[config.mk]
export PLATFORM = sky130hd
export DESIGN_NAME = osc_sched
export DESIGN_NICKNAME = d
export VERILOG_FILES = /design/src/rtl/osc_pkg.sv /design/src/rtl/osc_step.sv /design/src/rtl/osc_sched.sv
export SDC_FILE = /design/constraint.sdc
export NUM_CORES = 1
export LEC_CHECK = 0
export BUFFER_PORTS_ARGS = -buffer_cell sky130_fd_sc_hd__buf_2
export CORE_AREA = 2 2 212 151
export CTS_CLUSTER_SIZE = 14
export DETAILED_ROUTE_END_ITERATION = 7
export DIE_AREA = 0 0 214 153
export RECOVER_POWER = 100
export REMOVE_ABC_BUFFERS = 1
export SYNTH_ARGS = -nofsm -noshare
export SYNTH_HDL_FRONTEND = slang
export SYNTH_HIERARCHICAL = 1
export SYNTH_SLANG_ARGS = --single-unit
[constraint.sdc]
create_clock -name clk -period 9.92 [get_ports clk]
set_input_delay 0.496 -clock clk [delete_from_list [all_inputs] [get_ports clk]]
set_output_delay 0.496 -clock clk [all_outputs]
set_load 0.05 [all_outputs]
[src/rtl/osc_pkg.sv]
// Shared constants, register map and types for the three-voice oscillator scheduler.
package osc_pkg;
   localparam int NUM_VOICES   = 3;
   localparam int VOICE_STRIDE = 7;
   localparam int ACC_W        = 24;
   localparam int LFSR_W       = 23;
   localparam int NOISE_W      = 12;
   localparam int PW_W         = 12;

   localparam int OFF_FREQ_LO  = 0;
   localparam int OFF_FREQ_HI  = 1;
   localparam int OFF_PW_LO    = 2;
   localparam int OFF_PW_HI    = 3;
   localparam int OFF_CTRL     = 4;

   localparam int CTRL_SYNC_BIT = 1;
   localparam int CTRL_TEST_BIT = 3;

   localparam logic [LFSR_W-1:0] LFSR_SEED = 23'h7FFFF8;

   typedef enum logic [2:0] {
      ST_IDLE,
      ST_V0,
      ST_V1,
      ST_V2,
      ST_DONE
   } state_e;

   typedef struct packed {
      logic [15:0]     freq;
      logic [PW_W-1:0] pw;
      logic [7:0]      ctrl;
   } voice_regs_t;
endpackage

[src/rtl/osc_step.sv]
// One voice's next-state: accumulator, noise LFSR and MSB-rise flag.
module osc_step
   import osc_pkg::*;
(
   input  logic [ACC_W-1:0]  acc_i,
   input  logic [LFSR_W-1:0] lfsr_i,
   input  logic [15:0]       freq_i,
   input  logic [7:0]        ctrl_i,
   input  logic              sync_in_i,
   output logic [ACC_W-1:0]  acc_o,
   output logic [LFSR_W-1:0] lfsr_o,
   output logic              rise_o
);
   logic [ACC_W-1:0] sum;
   logic             test, sync;
   logic             unused_ctrl;

   assign unused_ctrl = ^{ctrl_i[7:4], ctrl_i[2], ctrl_i[0]};
   assign test        = ctrl_i[CTRL_TEST_BIT];
   assign sync        = ctrl_i[CTRL_SYNC_BIT];
   assign sum         = acc_i + {{(ACC_W-16){1'b0}}, freq_i};

   always_comb begin
      acc_o  = sum;
      lfsr_o = lfsr_i;
      if (test) begin
         acc_o  = '0;
         lfsr_o = LFSR_SEED;
      end else if (sync && sync_in_i) begin
         acc_o = '0;
      end else if (!acc_i[19] && sum[19]) begin
         lfsr_o = {lfsr_i[LFSR_W-2:0], lfsr_i[22] ^ lfsr_i[17]};
      end
      // A cleared accumulator can never produce a rise, so one expression covers all rules.
      rise_o = !acc_i[ACC_W-1] && acc_o[ACC_W-1];
   end
endmodule

[src/rtl/osc_sched.sv]
// Frame scheduler: on each tick, walks V0..V2 through one shared osc_step, then pulses frame_done.
module osc_sched
   import osc_pkg::*;
(
   input  logic                               clk,
   input  logic                               rst,
   input  logic                               tick,
   input  logic                               wr_en,
   input  logic [4:0]                         wr_addr,
   input  logic [7:0]                         wr_data,
   output logic [NUM_VOICES-1:0][ACC_W-1:0]   phase,
   output logic [NUM_VOICES-1:0]              pulse,
   output logic [NUM_VOICES-1:0][NOISE_W-1:0] noise,
   output logic                               busy,
   output logic                               frame_done,
   output logic                               overrun
);
   state_e                            state_q, state_d;
   voice_regs_t [NUM_VOICES-1:0]      regs_q;
   logic [NUM_VOICES-1:0][ACC_W-1:0]  acc_q;
   logic [NUM_VOICES-1:0][LFSR_W-1:0] lfsr_q;
   logic [NUM_VOICES-1:0]             rise_q;
   logic                              overrun_q;
   logic                              upd_en;
   logic [1:0]                        vsel, src;
   logic [ACC_W-1:0]                  acc_nx;
   logic [LFSR_W-1:0]                 lfsr_nx;
   logic                              rise_nx;

   always_ff @(posedge clk or negedge rst)
      if (!rst) state_q <= ST_IDLE;
      else      state_q <= state_d;

   always_comb begin
      state_d = state_q;
      case (state_q)
         ST_IDLE: if (tick) state_d = ST_V0;
         ST_V0:   state_d = ST_V1;
         ST_V1:   state_d = ST_V2;
         ST_V2:   state_d = ST_DONE;
         default: state_d = ST_IDLE;
      endcase
   end

   always_comb begin
      busy       = (state_q != ST_IDLE);
      frame_done = (state_q == ST_DONE);
      upd_en     = 1'b0;
      vsel       = 2'd0;
      case (state_q)
         ST_V0:   begin upd_en = 1'b1; vsel = 2'd0; end
         ST_V1:   begin upd_en = 1'b1; vsel = 2'd1; end
         ST_V2:   begin upd_en = 1'b1; vsel = 2'd2; end
         default: ;
      endcase
   end

   // Sync ring: each voice is reset by its predecessor, voice 0 by voice 2.
   assign src = (vsel == 2'd0) ? 2'(NUM_VOICES-1) : vsel - 2'd1;

   osc_step u_step (
      .acc_i     (acc_q[vsel]),
      .lfsr_i    (lfsr_q[vsel]),
      .freq_i    (regs_q[vsel].freq),
      .ctrl_i    (regs_q[vsel].ctrl),
      .sync_in_i (rise_q[src]),
      .acc_o     (acc_nx),
      .lfsr_o    (lfsr_nx),
      .rise_o    (rise_nx)
   );

   always_ff @(posedge clk or negedge rst)
      if (!rst) begin
         for (int v = 0; v < NUM_VOICES; v++) begin
            acc_q[v]  <= '0;
            lfsr_q[v] <= LFSR_SEED;
         end
         rise_q <= '0;
      end else if (upd_en) begin
         acc_q[vsel]  <= acc_nx;
         lfsr_q[vsel] <= lfsr_nx;
         rise_q[vsel] <= rise_nx;
      end

   // Addresses with no matching voice/offset (reserved slots, 21-31) fall through untouched.
   always_ff @(posedge clk or negedge rst)
      if (!rst) begin
         regs_q <= '0;
      end else if (wr_en) begin
         for (int v = 0; v < NUM_VOICES; v++) begin
            if (wr_addr == 5'(v*VOICE_STRIDE + OFF_FREQ_LO)) regs_q[v].freq[7:0]  <= wr_data;
            if (wr_addr == 5'(v*VOICE_STRIDE + OFF_FREQ_HI)) regs_q[v].freq[15:8] <= wr_data;
            if (wr_addr == 5'(v*VOICE_STRIDE + OFF_PW_LO))   regs_q[v].pw[7:0]    <= wr_data;
            if (wr_addr == 5'(v*VOICE_STRIDE + OFF_PW_HI))   regs_q[v].pw[11:8]   <= wr_data[3:0];
            if (wr_addr == 5'(v*VOICE_STRIDE + OFF_CTRL))    regs_q[v].ctrl       <= wr_data;
         end
      end

   always_ff @(posedge clk or negedge rst)
      if (!rst)                           overrun_q <= 1'b0;
      else if (tick && state_q != ST_IDLE) overrun_q <= 1'b1;

   assign overrun = overrun_q;

   for (genvar v = 0; v < NUM_VOICES; v++) begin : g_out
      assign phase[v] = acc_q[v];
      assign noise[v] = lfsr_q[v][LFSR_W-1 -: NOISE_W];
      assign pulse[v] = acc_q[v][ACC_W-1 -: PW_W] >= regs_q[v].pw;
   end
endmodule

# Word level (Yosys, flattened, before mapping)
# Index checks and enable logic that the tools add are counted.
totals:
  output_inout_bits: 114
  input_bits: 17
  elab_cells: 106
  regBits: 256
classes:
  eq_ne: 19
  n_reduce_logical: 27
  addsub: 2
  muxes: 27
  order_cmp: 6
  bitwise_logic: 1
ops:
  columns: ["operator", "count"]
  rows:
  - ["23-bit two-way mux", 5]
  - ["24-bit two-way mux", 4]
  - ["36-bit binary-select mux with 2-bit select", 1]
  - ["72-bit bitwise mux", 1]
  - ["69-bit bitwise mux", 1]
  - ["24-bit binary-select mux with 2-bit select", 1]
  - ["24-bit demux with 2-bit select", 1]
  - ["23-bit binary-select mux with 2-bit select", 1]
  - ["23-bit demux with 2-bit select", 1]
  - ["12-bit >= comparator", 3]
  - ["36-bit two-way mux", 1]
  - ["5-bit by 4-bit equality test with 1-bit output, second input constant", 6]
  - ["2-bit AND reduction", 15]
  - ["24-bit by 16-bit adder with 24-bit output", 1]
  - ["5-bit equality test, second input constant", 3]
  - ["3-bit case mux with 4 select lines", 1]
  - ["5-bit by 2-bit equality test with 1-bit output, second input constant", 2]
  - ["5-bit by 3-bit equality test with 1-bit output, second input constant", 2]
  - ["3-bit by 2-bit equality test with 1-bit output, second input constant", 2]
  - ["2-bit by 3-bit less-than comparator with 1-bit output, second input constant", 2]
  - ["5-bit by 1-bit equality test with 1-bit output, second input constant", 1]
  - ["1-bit logical AND", 5]
  - ["5-bit logical NOT", 1]
  - ["2-bit case mux with 2 select lines", 1]
  - ["other kinds (17)", 20]

# Logic depth before layout (Yosys ltp)
logic_depth:
  depth_word: 11
  depth_mapped: 21

# Modules after synthesis
# Netlist, hierarchy kept.
modules_own_cells:
  columns: ["mod", "area_per_inst_um2", "seq_area_each_um2", "instances", "cells_per_inst"]
  rows:
  - ["osc_sched", 12289.3, 6481.2, 1, 971]
  - ["osc_step", 1406.3, 0.0, 1, 234]

# Worst setup path after synthesis
# OpenSTA, ideal clock, no wires.
synth_timing:
  path_type: "register -> register"
  from: "reg state_q[0]"
  to: "reg lfsr_q[26] in the netlist's numbering"
  n_path_buf: 5
  synth_period_minus_slack_ns: 3.909
  arrival_ns: 3.827
  stages_incl_launch_ff: 21
  slack_ns: 6.011
  cell_sequence: "dfrtp_1 -> clkbuf_1 -> buf_2 -> buf_2 -> mux2i_1 -> o21ai_0 -> ha_1 -> a21o_1 -> a31o_1 -> o21ai_2 -> nand2_2 -> o211a_1 -> o31ai_1 -> a21oi_1 -> ha_1 -> and2_1 -> clkbuf_1 -> clkbuf_1 -> nand2_1 -> nand3b_1 -> mux2_2"
synth_via:
  elab_chain_len: 10
  elab_cells_between_ends: 30
  classes_between: "2 x add/sub; 2 x order compare; 3 x eq/ne; 17 x mux; 6 x reduce/logical"
synth_rtl:
  columns: ["item", "line_no", "text"]
  rows:
  - ["from (decl)", "osc_sched.sv:18", "state_e state_q, state_d;"]
  - ["from (signal assigned)", "osc_sched.sv:32", "else state_q <= state_d;"]
  - ["3-bit by 2-bit equality test with 1-bit output", "osc_sched.sv:50", "case (state_q)"]
  - ["2-bit case mux with 2 select lines (*)", "osc_sched.sv:50", null]
  - ["24-bit binary-select mux with 2-bit select (tied with other cells)", "osc_sched.sv:62", ".acc_i (acc_q[vsel]),"]
  - ["24-bit two-way mux (implied by the code) (tied with other cells)", "osc_sched.sv:62", null]
  - ["24-bit by 16-bit adder with 24-bit output (tied with other cells)", "osc_step.sv:21", "assign sum = acc_i + {{(ACC_W-16){1'b0}}, freq_i};"]
  - ["1-bit logical AND or 1-bit two-way mux (tied branches)", "osc_step.sv:31, osc_sched.sv:66", null]
  - ["23-bit two-way mux or 1-bit logical AND (tied branches)", "osc_step.sv:31, osc_step.sv:29", null]
  - ["23-bit two-way mux", "osc_step.sv:29", "end else if (sync && sync_in_i) begin"]
  - ["23-bit two-way mux (*)", "osc_step.sv:26", "if (test) begin"]
  - ["named net lfsr_nx[3]", "osc_sched.sv:27", "logic [LFSR_W-1:0] lfsr_nx;"]
  - ["69-bit bitwise mux (*)", "osc_sched.sv:81", "lfsr_q[vsel] <= lfsr_nx;"]
  - ["to (signal, indexed assignment)", "osc_sched.sv:81", null]
  - ["to (decl)", "osc_sched.sv:21", "logic [NUM_VOICES-1:0][LFSR_W-1:0] lfsr_q;"]
# The timed path passes the listed nets; every way through them passes the cells marked *. The select of a mux whose other input is x is not followed.
# A chain may end at the register's enable or synchronous reset.

# Worst setup path after layout
layout_timing:
  from: "reg state_q[0]"
  to: "reg lfsr_q[0] in the netlist's numbering"
layout_via:
  elab_chain_len: 10
  elab_cells_between_ends: 31
  classes_between: "2 x add/sub; 2 x order compare; 3 x eq/ne; 17 x mux; 1 x bitwise; 6 x reduce/logical"
layout_rtl:
  columns: ["item", "line_no"]
  rows:
  - ["3-bit by 2-bit equality test with 1-bit output", "osc_sched.sv:50"]
  - ["2-bit case mux with 2 select lines", "osc_sched.sv:50"]
  - ["24-bit binary-select mux with 2-bit select (tied with other cells)", "osc_sched.sv:62"]
  - ["24-bit two-way mux (implied by the code) (tied with other cells)", "osc_sched.sv:62"]
  - ["24-bit by 16-bit adder with 24-bit output (tied with other cells)", "osc_step.sv:21"]
  - ["1-bit logical AND or 1-bit two-way mux (tied branches)", "osc_step.sv:31, osc_sched.sv:66"]
  - ["23-bit two-way mux or 1-bit logical AND (tied branches)", "osc_step.sv:31, osc_step.sv:29"]
  - ["23-bit two-way mux", "osc_step.sv:29"]
  - ["23-bit two-way mux", "osc_step.sv:26"]
  - ["69-bit bitwise mux", "osc_sched.sv:81"]
# Parallel ways exist; a longest one is shown, timed or not. The select of a mux whose other input is x is not followed.

==> summary.md <==
| Metric | Value |
|---|---|
| Outcome | finished, violations left |
| Failing checks | max-capacitance violations, max-slew violations |
| Synth Area per Inst | approximately 11 um2 |
| DRT antenna net count | 0 |
| Total global routing overflow | 0 |
| Worst setup path class | reg2reg |
| CTS Hold Bufs | 1 |
| Post-route cell area | 14250 um2 |
| Fin crit share | 0.6752 |
| Crit path time final | between 6 and 7 ns |
| Worst Max-Slew Pin Slew | 4.503 ns |
| Yosys warnings | 6 |
| Max transition margin | -2.002 |
| Worst path max stage delay | about 2.0 ns |
| WP data arrival | slightly above 7 ns |
| H-tree depth | 1 |
| DP HPWL | around 21000 um |
| Crit-path cells | clkbuf_1, nor3b_1, clkbuf_1, mux2_2 |
| DRT Pass-1 Iters | 5 |
| Core Box Area | 30740 um2 |
| Initial Util | 0.4199 |
| Share of cells above drive strength 1 | 0.2869 |
| Pre-CTS setup slack | roughly 4.7 ns |
| Cts repair resizes | 0 |
| 1st-iter DRT viols | approximately 550 |
| Vias in the first global route | between 8000 and 9000 |
| Worst VDD drop | about 0.23 mV |
| Chip width | 214 um |
| Setup violators final | 0 |
| Post-Synthesis Cells | around 1200 |
| ANT cells | 0 |
| FP Rows | 54 |
| Io pins | approximately 130 |
| Post-Route Skew | 0.01101 ns |
| Final Wtd Congestion | roughly 0.80 |
| Largest net degree at the start of global routing | a little over 80 |
| Worst-Skew Late Latency | roughly 0.54 ns |
| Power Dens Cells | approximately 360 nW/um2 |
| Final #Nets | 1294 |
| GR Util All Layers | 0.1914 |
| RSZ-0062 raised after global routing | no |
| Final Util | 0.4635 |
| Initial antenna violation count | 0 |
| Slew Limit Fails | 230 |
| Die area | 32740 um2 |
| CTS Buffer Depth | 3 |
| WP data required | between 10 and 15 ns |
| Setup Fix Bufs, Post-CTS | 0 |
| Fill cells | ~3000 |
| Die H | between 150 and 200 um |
| DR DRC count | 0 |
| Clock Tree Root | clkbuf_16 |
| CTS tree | yes |
| Most common cell after layout, fill and taps aside | mux2_2 |
| WL/cell | 18.85 um |
| Post-Syn Area | roughly 13000 um2 |
| CP dominant cell by count | clkbuf_1 |
| Hold Fails Final Rpt | 0 |
| Area post-placement | ~14000 um2 |
| Num CTS Buffers | 25 |
| Worst-path clk slew | roughly 0.060 ns |
| Setup TNS | 0 ns |
| Routed WL | about 31000 um |
| Vias per inst | 5.229 |
| Area grow syn2layout | 10.40% |
| Max Cap Viol | 5 |
| First-pass GRT wire length | about 50000 um |
| Port bufs | 130 |
| CTS sink count | ~240 |
| Most frequent cells in the layout | mux2_2, dfrtp_1, nand2_1, clkbuf_1, o21ai_0 |
| Startpoint Class | flop |
| CP max-delay cell | clkbuf_1 |
| P_leak | roughly 6.4 nW |
| Tightest Hold Check Type | in2reg |
| Max frequency | ~0.15 GHz |
| DR vias | 8685 |
| Crit-path max FO | 43 |
| Setup ws final | approximately 3.2 ns |
| Critical Path Sink Type | flop |
metal layers:
layer  routed length (um)  vias up  GRT usage
li1                     -     4135          -
met1                15670     4318     0.2932
met2                13450      198     0.2803
met3                 1703       34    0.03861
met4                  477        0    0.03397
met5                    0        -          0
worst paths after layout:
path,start,endpoint,slack (ns),depth (start not counted)
max,state_q[0],lfsr_q[0],3.22,4
min,tick,overrun,0.19,2
max reg2reg,state_q[0],lfsr_q[0],3.22,4
min reg2reg,overrun,overrun,0.45,1
max in group asynchronous,rst,phase[52],4.94,3
min in group asynchronous,rst,overrun,2.14,2
worst max-delay path, delay by kind of cell (launching register included):
kind	cells	cell delay (ns)
buf+inv	2	3.53
flops	1	1.42
simple gates	1	1.10
mux	1	0.48
area by class of cell:
class | count | area (um2) | area share
clock buffers | 34 | 700.7 | 0.04917
clock inverters | 11 | 105.1 | 0.007376
inverters | 45 | 168.9 | 0.01185
multi-input cells | 772 | 6143 | 0.4311
flip-flops and latches | 238 | 6031 | 0.4232
well taps | 420 | 525.5 | 0.03688
repair buffers | 141 | 575.6 | 0.04039
power by group:
part	switching [mW]	total, mW	leakage [nW]	internal, mW
logic	1.68	2.59	3.07	0.907
clock network	0.398	0.944	0.405	0.546
registers	0.251	1.62	2.94	1.37
through the flow:
stage	hold WS (ns)	std cells	total power, mW
5_1_grt	0.2002	1661	5.496
6_report	0.1946	1661	5.153
2_1_floorplan	0.2004	1055	3.613
3_5_place_dp	0.4415	1615	4.265
3_3_place_gp	0.4337	1615	4.224
4_1_cts	0.1731	1661	5.228
registers in the layout (all words and copies together), names as in the netlist:
register,flops
state_q,3
regs_q,90
phase,72
overrun,1
rise_q,3
lfsr_q,33
noise,36
Note: power is estimated with default switching activity, not from simulation.
